===== config.mk =====
export PLATFORM = sky130hd
export DESIGN_NAME = h14tx_encoding_multi
export DESIGN_NICKNAME = d
export VERILOG_FILES = /design/src/rtl/h14tx_pkg.sv /design/src/rtl/h14tx_tmds_slot.sv /design/src/rtl/h14tx_encoding_multi.sv
export SDC_FILE = /design/constraint.sdc
export NUM_CORES = 1
export LEC_CHECK = 0
export ABC_CLOCK_PERIOD_IN_PS = 6500
export BUFFER_PORTS_ARGS = -buffer_cell sky130_fd_sc_hd__buf_2
export CAP_MARGIN = 15
export CORE_ASPECT_RATIO = 1.1
export CORE_UTILIZATION = 65
export CTS_CLUSTER_DIAMETER = 60
export DETAILED_ROUTE_END_ITERATION = 8
export PLACE_DENSITY = 0.87
export REMOVE_ABC_BUFFERS = 1
export SETUP_SLACK_MARGIN = 0.5
export SKIP_LAST_GASP = 1
export SLEW_MARGIN = 20
export SYNTH_ARGS = -nofsm -noshare
export SYNTH_HDL_FRONTEND = slang
export SYNTH_HIERARCHICAL = 1
export SYNTH_SLANG_ARGS = --single-unit

===== constraint.sdc =====
create_clock -name clk -period 6.5 [get_ports clk]
set_clock_uncertainty 0.05 [all_clocks]
set_input_delay 0.325 -clock clk [delete_from_list [all_inputs] [get_ports clk]]
set_output_delay 0.325 -clock clk [all_outputs]
set_load 0.02 [all_outputs]

===== src/rtl/h14tx_pkg.sv =====
// Shared types, symbol constants and encoding helpers for the HDMI 1.4 TX
// TMDS/TERC4 encoder.
package h14tx_pkg;

  typedef enum logic [2:0] {
    PER_CONTROL,
    PER_VIDEO_PRE,
    PER_VIDEO_GUARD,
    PER_VIDEO_ACTIVE,
    PER_DI_PRE,
    PER_DI_GUARD,
    PER_DI_ACTIVE
  } period_t;

  typedef logic [2:0][1:0] ctl_t;     // per channel; ch0 = {vsync,hsync}
  typedef logic [2:0][3:0] data_t;    // one slot, TERC4 nibble per channel
  typedef logic [2:0][7:0] video_t;   // one slot, pixel byte per channel
  typedef logic [2:0][9:0] symbol_t;  // one slot, 10-bit symbol per channel
  typedef logic signed [4:0] disp_t;  // running disparity

  typedef enum logic [2:0] {
    SEQ_CTRL,
    SEQ_VPRE,
    SEQ_VGRD,
    SEQ_VACT,
    SEQ_DPRE,
    SEQ_DGLEAD,
    SEQ_DACT,
    SEQ_DGTRAIL
  } seq_state_t;

  localparam logic [9:0] CTRL_00 = 10'b1101010100;
  localparam logic [9:0] CTRL_01 = 10'b0010101011;
  localparam logic [9:0] CTRL_10 = 10'b0101010100;
  localparam logic [9:0] CTRL_11 = 10'b1010101011;

  localparam logic [9:0] VGUARD_CH0 = 10'b1011001100;
  localparam logic [9:0] VGUARD_CH1 = 10'b0100110011;
  localparam logic [9:0] VGUARD_CH2 = 10'b1011001100;
  localparam logic [9:0] DGUARD_CH12 = 10'b0100110011;

  function automatic logic [9:0] ctrl_code(input logic [1:0] c);
    case (c)
      2'b00:   return CTRL_00;
      2'b01:   return CTRL_01;
      2'b10:   return CTRL_10;
      default: return CTRL_11;
    endcase
  endfunction

  function automatic logic [9:0] terc4(input logic [3:0] d);
    case (d)
      4'h0:    return 10'b1010011100;
      4'h1:    return 10'b1001100011;
      4'h2:    return 10'b1011100100;
      4'h3:    return 10'b1011100010;
      4'h4:    return 10'b0101110001;
      4'h5:    return 10'b0100011110;
      4'h6:    return 10'b0110001110;
      4'h7:    return 10'b0100111100;
      4'h8:    return 10'b1011001100;
      4'h9:    return 10'b0100111001;
      4'hA:    return 10'b0110011100;
      4'hB:    return 10'b1011000110;
      4'hC:    return 10'b1010001110;
      4'hD:    return 10'b1001110001;
      4'hE:    return 10'b0101100011;
      default: return 10'b1011000011;
    endcase
  endfunction

  function automatic logic [3:0] popcount8(input logic [7:0] v);
    logic [3:0] n;
    n = '0;
    for (int unsigned i = 0; i < 8; i++)
      n = n + {3'b000, v[i]};
    return n;
  endfunction

  // Transition-minimising first stage: q_m[8] = 1 marks the XOR variant.
  function automatic logic [8:0] tmds_qm(input logic [7:0] d);
    logic [3:0] ones;
    logic       use_xnor;
    logic [8:0] qm;
    ones     = popcount8(d);
    use_xnor = (ones > 4'd4) || ((ones == 4'd4) && !d[0]);
    qm       = '0;
    qm[0]    = d[0];
    for (int unsigned i = 1; i < 8; i++)
      qm[i] = use_xnor ? ~(qm[i-1] ^ d[i]) : (qm[i-1] ^ d[i]);
    qm[8] = ~use_xnor;
    return qm;
  endfunction

endpackage


===== src/rtl/h14tx_tmds_slot.sv =====
// Combinational DC-balancing stage of the TMDS video encoder for one slot of
// one channel: takes q_m and its popcount plus the incoming disparity and
// produces the 10-bit symbol and the outgoing disparity.
module h14tx_tmds_slot
  import h14tx_pkg::*;
(
  input  logic [8:0] q_m,
  input  logic [3:0] n1,
  input  disp_t      cnt_in,
  output logic [9:0] q,
  output disp_t      cnt_out
);

  logic signed [5:0] diff;  // n1 - n0 of q_m[7:0]
  logic signed [5:0] cin6;
  logic signed [5:0] acc;

  // Choose inversion to steer running disparity toward zero.
  always_comb begin
    diff = $signed({1'b0, n1, 1'b0}) - 6'sd8;
    cin6 = {cnt_in[4], cnt_in};
    q    = '0;
    acc  = cin6;
    if ((cnt_in == 5'sd0) || (diff == 6'sd0)) begin
      q   = {~q_m[8], q_m[8], (q_m[8] ? q_m[7:0] : ~q_m[7:0])};
      acc = q_m[8] ? (cin6 + diff) : (cin6 - diff);
    end else if ((!cnt_in[4] && (diff > 6'sd0)) || (cnt_in[4] && (diff < 6'sd0))) begin
      q   = {1'b1, q_m[8], ~q_m[7:0]};
      acc = cin6 + (q_m[8] ? 6'sd2 : 6'sd0) - diff;
    end else begin
      q   = {1'b0, q_m[8], q_m[7:0]};
      acc = cin6 - (q_m[8] ? 6'sd0 : 6'sd2) + diff;
    end
    cnt_out = acc[4:0];
  end

endmodule


===== src/rtl/h14tx_encoding_multi.sv =====
// Three-channel HDMI 1.4 TMDS/TERC4 encoder, PixelsPerClk symbols per channel
// per clock, two-stage pipeline, with an optional period-sequence checker.
module h14tx_encoding_multi
  import h14tx_pkg::*;
#(
  parameter int unsigned PixelsPerClk = 1,
  parameter bit          CheckSeq     = 1'b1
) (
  input  logic                       clk,
  input  logic                       rst,
  input  period_t                    period,
  input  ctl_t                       ctl,
  input  data_t   [PixelsPerClk-1:0] data,
  input  video_t  [PixelsPerClk-1:0] video,
  output symbol_t [PixelsPerClk-1:0] symbol,
  output disp_t   [2:0]              disparity,
  output logic                       seq_err
);

  // ---------------- stage 1 ----------------
  period_t                               p1_period;
  ctl_t                                  p1_ctl;
  data_t [PixelsPerClk-1:0]              p1_data;
  logic  [PixelsPerClk-1:0][2:0][8:0]    p1_qm;
  logic  [PixelsPerClk-1:0][2:0][3:0]    p1_n1;
  logic  [PixelsPerClk-1:0][2:0][8:0]    s1_qm;
  logic  [PixelsPerClk-1:0][2:0][3:0]    s1_n1;

  // Per-slot transition minimisation and popcount, ahead of the register.
  always_comb begin
    s1_qm = '0;
    s1_n1 = '0;
    for (int unsigned s = 0; s < PixelsPerClk; s++) begin
      for (int unsigned c = 0; c < 3; c++) begin
        s1_qm[s][c] = tmds_qm(video[s][c]);
        s1_n1[s][c] = popcount8(s1_qm[s][c][7:0]);
      end
    end
  end

  // Stage-1 pipeline register.
  always_ff @(posedge clk or posedge rst) begin
    if (rst) begin
      p1_period <= PER_CONTROL;
      p1_ctl    <= '0;
      p1_data   <= '0;
      p1_qm     <= '0;
      p1_n1     <= '0;
    end else begin
      p1_period <= period;
      p1_ctl    <= ctl;
      p1_data   <= data;
      p1_qm     <= s1_qm;
      p1_n1     <= s1_n1;
    end
  end

  // ---------------- stage 2 ----------------
  // Disparity ripples slot 0 -> slot N-1 within a cycle, so each slot sees
  // the balance left by the one transmitted before it.
  disp_t                    chain [PixelsPerClk+1][3];
  logic  [9:0]              vid_q [PixelsPerClk][3];
  symbol_t [PixelsPerClk-1:0] sym_d;
  disp_t   [2:0]              disp_d;

  for (genvar c = 0; c < 3; c++) begin : g_ch
    assign chain[0][c] = disparity[c];
    for (genvar s = 0; s < PixelsPerClk; s++) begin : g_slot
      h14tx_tmds_slot u_slot (
        .q_m    (p1_qm[s][c]),
        .n1     (p1_n1[s][c]),
        .cnt_in (chain[s][c]),
        .q      (vid_q[s][c]),
        .cnt_out(chain[s+1][c])
      );
    end
  end

  // Output symbol selection by period, plus next disparity.
  always_comb begin
    sym_d  = '0;
    disp_d = '0;
    for (int unsigned s = 0; s < PixelsPerClk; s++) begin
      case (p1_period)
        PER_CONTROL: begin
          sym_d[s][0] = ctrl_code(p1_ctl[0]);
          sym_d[s][1] = ctrl_code(p1_ctl[1]);
          sym_d[s][2] = ctrl_code(p1_ctl[2]);
        end
        PER_VIDEO_PRE: begin
          sym_d[s][0] = ctrl_code(p1_ctl[0]);
          sym_d[s][1] = CTRL_01;
          sym_d[s][2] = CTRL_00;
        end
        PER_VIDEO_GUARD: begin
          sym_d[s][0] = VGUARD_CH0;
          sym_d[s][1] = VGUARD_CH1;
          sym_d[s][2] = VGUARD_CH2;
        end
        PER_VIDEO_ACTIVE: begin
          sym_d[s][0] = vid_q[s][0];
          sym_d[s][1] = vid_q[s][1];
          sym_d[s][2] = vid_q[s][2];
        end
        PER_DI_PRE: begin
          sym_d[s][0] = ctrl_code(p1_ctl[0]);
          sym_d[s][1] = CTRL_01;
          sym_d[s][2] = CTRL_01;
        end
        PER_DI_GUARD: begin
          sym_d[s][0] = terc4({2'b11, p1_ctl[0]});
          sym_d[s][1] = DGUARD_CH12;
          sym_d[s][2] = DGUARD_CH12;
        end
        PER_DI_ACTIVE: begin
          sym_d[s][0] = terc4(p1_data[s][0]);
          sym_d[s][1] = terc4(p1_data[s][1]);
          sym_d[s][2] = terc4(p1_data[s][2]);
        end
        default: begin
          sym_d[s][0] = CTRL_00;
          sym_d[s][1] = CTRL_00;
          sym_d[s][2] = CTRL_00;
        end
      endcase
    end
    for (int unsigned c = 0; c < 3; c++)
      disp_d[c] = (p1_period == PER_VIDEO_ACTIVE) ? chain[PixelsPerClk][c] : 5'sd0;
  end

  // Stage-2 output register.
  always_ff @(posedge clk or posedge rst) begin
    if (rst) begin
      symbol    <= {(3*PixelsPerClk){CTRL_00}};
      disparity <= '0;
    end else begin
      symbol    <= sym_d;
      disparity <= disp_d;
    end
  end

  // ---------------- period-sequence checker ----------------
  if (CheckSeq) begin : g_seq
    seq_state_t state_q;
    seq_state_t state_d;
    logic       legal;

    // Checker state and error pulse, aligned with the stage-2 outputs.
    always_ff @(posedge clk or posedge rst) begin
      if (rst) begin
        state_q <= SEQ_CTRL;
        seq_err <= 1'b0;
      end else begin
        state_q <= state_d;
        seq_err <= ~legal;
      end
    end

    // The next state is always the one implied by the period (so illegal
    // transitions resync); legality is then judged on that pair. A guard
    // period is a trailing guard only when it follows island data.
    always_comb begin
      state_d = SEQ_CTRL;
      legal   = 1'b0;
      case (p1_period)
        PER_CONTROL:      state_d = SEQ_CTRL;
        PER_VIDEO_PRE:    state_d = SEQ_VPRE;
        PER_VIDEO_GUARD:  state_d = SEQ_VGRD;
        PER_VIDEO_ACTIVE: state_d = SEQ_VACT;
        PER_DI_PRE:       state_d = SEQ_DPRE;
        PER_DI_GUARD:     state_d = ((state_q == SEQ_DACT) || (state_q == SEQ_DGTRAIL))
                                    ? SEQ_DGTRAIL : SEQ_DGLEAD;
        PER_DI_ACTIVE:    state_d = SEQ_DACT;
        default:          state_d = SEQ_CTRL;
      endcase
      case (state_q)
        SEQ_CTRL:    legal = (state_d == SEQ_CTRL) || (state_d == SEQ_VPRE) || (state_d == SEQ_DPRE);
        SEQ_VPRE:    legal = (state_d == SEQ_VPRE) || (state_d == SEQ_VGRD);
        SEQ_VGRD:    legal = (state_d == SEQ_VGRD) || (state_d == SEQ_VACT);
        SEQ_VACT:    legal = (state_d == SEQ_VACT) || (state_d == SEQ_CTRL);
        SEQ_DPRE:    legal = (state_d == SEQ_DPRE) || (state_d == SEQ_DGLEAD);
        SEQ_DGLEAD:  legal = (state_d == SEQ_DGLEAD) || (state_d == SEQ_DACT);
        SEQ_DACT:    legal = (state_d == SEQ_DACT) || (state_d == SEQ_DGTRAIL);
        SEQ_DGTRAIL: legal = (state_d == SEQ_DGTRAIL) || (state_d == SEQ_CTRL);
        default:     legal = 1'b0;
      endcase
    end
  end else begin : g_noseq
    assign seq_err = 1'b0;
  end

endmodule


==> results.yml, run 1 <==
run_status:
  status: "complete, no violations"
place:
  pre_cts_ws_ns: 0.436
  dpl.hpwl_um: 14100
  port-buffer-count: 92
  placed_cells: 1128
  dpl_cell_area_um2: 9320
  routabilityCongestion: 0.922
drt:
  vias: 6484
  drt-total-wl_um: 18600
  post_drt_wl_per_cell_um: 16.2
  drt-vias-per-instance: 5.65
  drcViolationCount: 0
  drt-initial-drc-count: 449
  ant_nets: 0
  drt_first_pass_iters: 5
floorplan:
  io_pins: 93
  die_area_um2: 14200
  rows: 44
  die_h_um: 125
  fp.dieW_um: 114
  initial_core_util: 0.671
  core-area_um2: 13300
synthesis:
  seq_area_frac_synth: 0.309
  yosysTopAreaCell: "dfrtp_1"
  synth.distinct_cells: 65
  ys_warn_count: 6
  ys_async_sr_fraction: 1.00
  synth_edf_count: 0
  avgSynthCellArea_um2: 9.88
  yosysTopAreaCellShare: 0.264
  synth_ff_type: "dfrtp_1"
  synth_area_um2: 8900
  ys_seq_elements: 109
  synthCells: 901
  synthTopCellsByArea: "dfrtp_1 (26%), ha_1 (14%), fa_1 (8.8%), inv_1 (5.4%), xnor2_1 (4.9%)"
sta:
  finalSetupTns_ns: 0
  slew_viol_final: 0
  finalCriticalPeriod_ns: 5.70
  hold_viol: 0
  grt_setup_unrepaired: "false"
  worst_slew_margin_rel: 0.259
  fmax_mhz: 175
  setup_violations: 0
  fin_ws_ns: 0.796
  tightest_slew_ns: 1.11
  fin_crit_sh: 0.878
cells_and_area:
  fin_cells: 1148
  fin_nets: 1140
  syn_to_final_growth_pct: 8.46
  final_layout_size_suffix_gt1_frac: 0.170
  fin_area_um2: 9650
min_path:
  min_from: "data[0]"
  whs_endpoint: "p1_data[0]$_DFF_PP0_"
  hold_depth: 1
  hold_path_class: "in -> reg"
grt:
  grt_pass1_vias: 6632
  grt_pass1_wl_um: 31400
  antenna_found_initial: 3
  grt-ovfl-total: 0
  track_usage: 0.281
  grt_max_degree: 77
power:
  power.density_nw_per_um2: 495
  power_mw: 4.78
  vdd.ir_drop.worst_v: 0.000501
  p_leak_nw: 4.77
clock_network:
  h-tree-depth: 3
  clk_latency_ns: 0.35
  cts_root_buf: "clkbuf_16"
  postCtsSetupBuffers: 0
  cts.sinks: 109
  cts_tree: "yes"
  cts_buffers: 9
  cts_buffer_depth: 2
  cts.clk_slew.worst_paths_ns: 0.07
critical_path:
  r2r_end: "symbol[1]$_DFF_PP0_"
  cp_common_cell: "fa_1"
  cpPeakStageDelay_ns: 0.55
  worstSetupPathType: "in -> reg"
  r2r_slack_ns: 3.55
  crit_slowest_cell: "fa_1"
  cp-start-kind: "primary input"
  cp-end-kind: "register"
  cp_max_fo: 5
  arrival_ns: 5.89
  crit_required_ns: 6.69
  rr_startpoint: "p1_n1[2]$_DFF_PP0_"
  rr_worst_depth: 10
  worstPathCellList: "buf_2 > inv_1 > fa_1 > fa_1 > fa_1 > inv_1 > ha_1 > fa_1 > nor3b_1 > o22ai_2 > xor2_1 > xnor2_1 > fa_1 > fa_1 > inv_1 > fa_1 > ha_1 > inv_1 > fa_1 > xnor2_1"
job:
  maxCapViolCount: 0
-- routing by layer --
layer	part of all wire	track usage
met2	0.50	0.478
met3	0.044	0.0321
met1	0.41	0.350
met5	0	0
met4	0.043	0.144
-- what timing repair did --
| item | 4_1_cts | 5_1_grt |
|---|---|---|
| hold buffers | 1 | 0 |
| endpoints found under the hold margin | 28 | 0 |
| setup endpoints to repair | 0 | 2 |
| gates resized for setup | 0 | 1 |
-- cells in the mapped netlist (3+ instances only) --
cell type    n
a211o_1      7
a211oi_1     6
a21boi_0     3
a21o_1       6
a21oi_1     54
a21oi_2      4
a22oi_1      3
a311oi_1     4
a31oi_1      8
a32oi_1      3
and3_1      18
and3b_1     10
buf_1        3
buf_2        5
buf_4       23
clkbuf_1    22
dfrtp_1     94
dfstp_2     15
fa_1        39
ha_1        98
inv_1      129
mux2_2       6
mux2i_1      9
nand2_1     32
nand2b_1    15
nand3_1     12
nand3b_1     6
nor2_1      29
nor2b_1     10
nor3_1      12
nor3b_1      8
o211ai_1    11
o21a_1       5
o21ai_0     45
o21bai_1     6
o221ai_1     3
o22ai_1      6
o22ai_2      3
or3_1        3
xnor2_1     50
xor2_1      35
xor2_2       9
-- layout make-up --
class	count	area (um^2)
diodes	3	7.51
clock buffers	15	278
clock inverters	1	30.0
fillers	923	3620
inverters	131	494
multi-input cells	607	5360
flip-flops and latches	109	2750
well taps	184	230
repair buffers	98	508
-- critical path, delay by kind of cell --
family / cells / cell delay (ns)
fa+ha+maj: 10 / 4.12
xor+xnor: 3 / 0.60
buf+inv: 5 / 0.36
simple gates: 1 / 0.27
compound gates: 1 / 0.21
-- worst max path at each step --
stage | startpoint | end | slack [ns] | cells after the start
floorplan | video[8] | p1_n1[6]$_DFF_PP0_ | 0.86 | 19
global placement | video[0] | p1_n1[1]$_DFF_PP0_ | 0.64 | 20
detailed placement | video[8] | p1_n1[6]$_DFF_PP0_ | 0.44 | 20
CTS | video[8] | p1_n1[6]$_DFF_PP0_ | 0.73 | 20
global route | video[8] | p1_n1[6]$_DFF_PP0_ | 0.50 | 20
finish | video[0] | p1_n1[2]$_DFF_PP0_ | 0.80 | 20
-- power breakdown --
group	internal [mW]	total, mW	switching, mW
registers	0.889	1.06	0.168
clock network	0.331	0.567	0.236
logic	1.39	3.15	1.76
total	2.61	4.78	2.17
-- stage by stage --
stage	hold WS, ns	util
floorplan	0.306	-
global placement	0.310	0.702
detailed placement	0.308	0.702
CTS	0.0215	0.726
global route	0.0166	0.727
finish	0.0263	0.727
-- placed cells by master (no fill, tap or decap), types with 6 or more instances in the layout --
cell type / count
mux2_2: 6
o211ai_1: 11
dfstp_2: 15
a211oi_1: 6
a211o_1: 7
nand3_1: 12
nand3b_1: 6
o21ai_0: 45
clkbuf_16: 9
o22ai_1: 6
and3b_1: 10
fa_1: 39
inv_1: 128
o21bai_1: 6
xor2_1: 34
nor2b_1: 10
a31oi_1: 8
nor3_1: 12
xnor2_1: 50
nor2_1: 29
and3_1: 18
buf_2: 92
nand2_1: 32
mux2i_1: 9
nand2b_1: 15
dfrtp_1: 93
xor2_2: 10
nor3b_1: 8
a21o_1: 6
a21oi_1: 54
ha_1: 98
-- state kept, by name, indices dropped and copies added (netlist names) --
name           cells
p1_n1             12
p1_qm             27
p1_period          3
seq_err            1
disparity         15
p1_ctl             6
p1_data           12
g_seq.state_q      3
symbol            30
-- cells by family (layout without fill, tap and decap cells) --
logic type	after synthesis	in the layout	synth area share
other	0	3	0
and+or+nand+nor	160	160	0.0996
adders and majority gates	137	137	0.226
AOI/OAI and AO/OA	198	198	0.150
buffers and inverters	185	245	0.0903
DFF	109	109	0.309
muxes	16	16	0.0202
xor gates and xnor gates	96	96	0.105
No activity file was read; power rests on OpenSTA's default activity.
==> run 2: changes to the inputs <==
--- a/config.mk
+++ b/config.mk
@@ -5,14 +5,15 @@
 export SDC_FILE = /design/constraint.sdc
 export NUM_CORES = 1
 export LEC_CHECK = 0
-export ABC_CLOCK_PERIOD_IN_PS = 6500
+export ABC_CLOCK_PERIOD_IN_PS = 5150
 export BUFFER_PORTS_ARGS = -buffer_cell sky130_fd_sc_hd__buf_2
 export CAP_MARGIN = 15
 export CORE_ASPECT_RATIO = 1.1
-export CORE_UTILIZATION = 65
+export CORE_UTILIZATION = 55
 export CTS_CLUSTER_DIAMETER = 60
+export CTS_CLUSTER_SIZE = 8
 export DETAILED_ROUTE_END_ITERATION = 8
-export PLACE_DENSITY = 0.87
+export PLACE_DENSITY = 0.78
 export REMOVE_ABC_BUFFERS = 1
 export SETUP_SLACK_MARGIN = 0.5
 export SKIP_LAST_GASP = 1
==> constraint.sdc (replaced) <==
create_clock -name clk -period 5.15 [get_ports clk]
set_clock_uncertainty 0.05 [all_clocks]
set_input_delay 0.2575 -clock clk [delete_from_list [all_inputs] [get_ports clk]]
set_output_delay 0.2575 -clock clk [all_outputs]
set_load 0.02 [all_outputs]
==> run 2 against run 1 <==
  * The flow now finishes with violations (negative setup slack)
  * Combinational power up 52%
  * First-iteration DRC count fell by 40%
  * Worst setup slack lost 1.1 ns
  * Cell count rose by 7.1%
  * Sequential power is 26% higher
  * Non-clock buffer count grew 69
  * Global-route usage down 2.7 points
  * Via count grew 3.8%
  * Clock power rose by 24%
  * Flip-flop and latch count unchanged
  * Design area up 8.2%
==> results.yml, run 2 (synthesis gave the netlist of run 1 again) <==
grt:
  track_usage: 0.254
  grt_pass1_vias: 6832
  grt_max_degree: 71
  antenna_found_initial: 0
  grt_pass1_wl_um: 32700
  grt-ovfl-total: 0
drt:
  drt-total-wl_um: 20300
  drt_first_pass_iters: 5
  drcViolationCount: 0
  vias: 6732
  ant_nets: 0
  post_drt_wl_per_cell_um: 16.5
  drt-vias-per-instance: 5.47
  drt-initial-drc-count: 269
sta:
  fin_crit_sh: 1.06
  worst_slew_margin_rel: 0.295
  fin_ws_ns: -0.332
  slew_viol_final: 0
  grt_setup_unrepaired: "true"
  tightest_slew_ns: 1.06
  setup_violations: 6
  hold_viol: 0
  fmax_mhz: 182
  finalCriticalPeriod_ns: 5.48
  finalHoldWorstSlack_ns: 0.0254
floorplan:
  fp.dieW_um: 123
  die_h_um: 135
  initial_core_util: 0.566
  io_pins: 93
  rows: 48
  die_area_um2: 16700
  core-area_um2: 15700
critical_path:
  cpPeakStageDelay_ns: 0.58
  crit_required_ns: 5.35
  worstSetupPathType: "in -> reg"
  rr_worst_depth: 9
  cp_num_cells: 20
  crit_slowest_cell: "fa_2"
  crit_end: "p1_n1[5]$_DFF_PP0_"
  r2r_slack_ns: 2.39
  cp_common_cell: "fa_1"
  arrival_ns: 5.68
  cp-end-kind: "register"
  rr_startpoint: "p1_n1[6]$_DFF_PP0_"
  worstPathCellList: "buf_8 > inv_4 > fa_1 > fa_1 > fa_1 > inv_2 > ha_4 > fa_1 > nor3b_2 > o22ai_2 > xor2_2 > xnor2_1 > fa_1 > fa_1 > inv_1 > fa_2 > ha_4 > inv_2 > fa_2 > inv_1"
  r2r_end: "symbol[14]$_DFF_PP1_"
  crit_start: "video[8]"
  cp_max_fo: 2
  critPathBufInv: 6
  path_delay_family: "adder cells"
  cp-start-kind: "primary input"
clock_network:
  cts.sinks: 109
  clk_latency_ns: 0.35
  cts_root_buf: "clkbuf_16"
  cts_tree: "yes"
  cts_buffers: 9
  cts.clk_slew.worst_paths_ns: 0.07
  h-tree-depth: 3
  cts_buffer_depth: 2
place:
  port-buffer-count: 92
  routabilityCongestion: 0.859
  placed_cells: 1177
  dpl.hpwl_um: 14100
cells_and_area:
  seqCellArea_um2: 2750
  layout_common_cells: "inv_1 (110), dfrtp_1 (93), ha_1 (92), buf_2 (87), a21oi_1 (51)"
  largest_reg_flops: 30
  syn_to_final_growth_pct: 17.4
  n_antenna_cell: 0
  final_layout_size_suffix_gt1_frac: 0.246
  fin_nets: 1209
  multi_input_area_um2: 5520
  fin_cells: 1230
  final_common_cell: "inv_1"
  fill_cells: 1201
  largestRegisters: "symbol (30), p1_qm (27), disparity (15)"
  regMostFlops: "symbol"
power:
  p_leak_nw: 5.10
  p_clk_frac: 0.103
  intPower_mw: 3.78
  vdd.ir_drop.worst_v: 0.000547
  p_comb_frac: 0.701
  power.density_nw_per_um2: 655
  pwr-share-seq: 0.196
  switching_share: 0.447
  p_sw_mw: 3.05
run_status:
  violations: "negative setup slack"
  status: "finished with violations"
job:
  maxCapViolCount: 0
min_path:
  hold_path_class: "in -> async"
[run 2: cell types whose count changed in the layout (fill, tap and decap cells not counted), sizes merged]
cell,before,now
diode,3,0
buf,97,146
dlygate4sd3,1,21
clkbuf,15,14
clkinv,2,3
[run 2: layout make-up]
type                       instances  area share
inverter                         131      0.0478
sequential                       109       0.263
tap                              200      0.0240
clock buffer                      14      0.0243
clock inverter                     2     0.00335
multi-input combinational        607       0.528
timing repair buffer             167       0.109
[run 2: through the flow]
stage | TNS, ns | total power [mW] | setup slack, ns | util | cell area, um^2
5_1_grt | -2.35 | 7.48 | -0.477 | 0.664 | 10400
2_1_floorplan | -2.35 | 4.39 | -0.419 | - | 8590
3_3_place_gp | -3.19 | 5.15 | -0.480 | 0.609 | 9590
4_1_cts | -0.589 | 6.57 | -0.186 | 0.656 | 10300
3_5_place_dp | -5.54 | 5.38 | -0.729 | 0.609 | 9590
6_report | -1.12 | 6.84 | -0.332 | 0.664 | 10400
[run 2: worst min path at each step]
| stage | start | end | slack, ns | cells past startpoint |
|---|---|---|---|---|
| after floorplan | ctl[0] | p1_ctl[0]$_DFF_PP0_ | 0.24 | 0 |
| after global placement | data[2] | p1_data[2]$_DFF_PP0_ | 0.32 | 1 |
| after detailed placement | data[2] | p1_data[2]$_DFF_PP0_ | 0.32 | 1 |
| after CTS | rst | p1_qm[10]$_DFF_PP0_ | 0.06 | 2 |
| after global routing | video[8] | p1_qm[9]$_DFF_PP0_ | 0.08 | 2 |
| final | rst | disparity[10]$_DFF_PP0_ | 0.03 | 2 |
[run 2: power by group through the flow]
stage | clock network, mW | registers (mW) | logic [mW]
after detailed placement | 0 | 1.35 | 4.02
after global routing | 0.742 | 1.37 | 5.37
after global placement | 0 | 1.35 | 3.80
after CTS | 0.709 | 1.34 | 4.52
after floorplan | 0 | 1.41 | 2.98
final | 0.701 | 1.34 | 4.80
[run 2: repair_timing]
item                       in CTS  in global routing
setup endpoints to repair      12                 12
gates resized for setup        45                 19
cloned                          0                  0
pin swaps                      25                  8
hold buffers                   21                  0
setup buffers                  11                  5
hold endpoints to repair       21                  0
[run 2: layer usage]
layer  routed length (um)  global-route usage  vias to the layer above
met2                10300               0.436                      175
met4                  637               0.112                        0
met5                    0                   0                        -
li1                     -                   -                     3226
met1                 8460               0.316                     3283
met3                  846              0.0341                       48
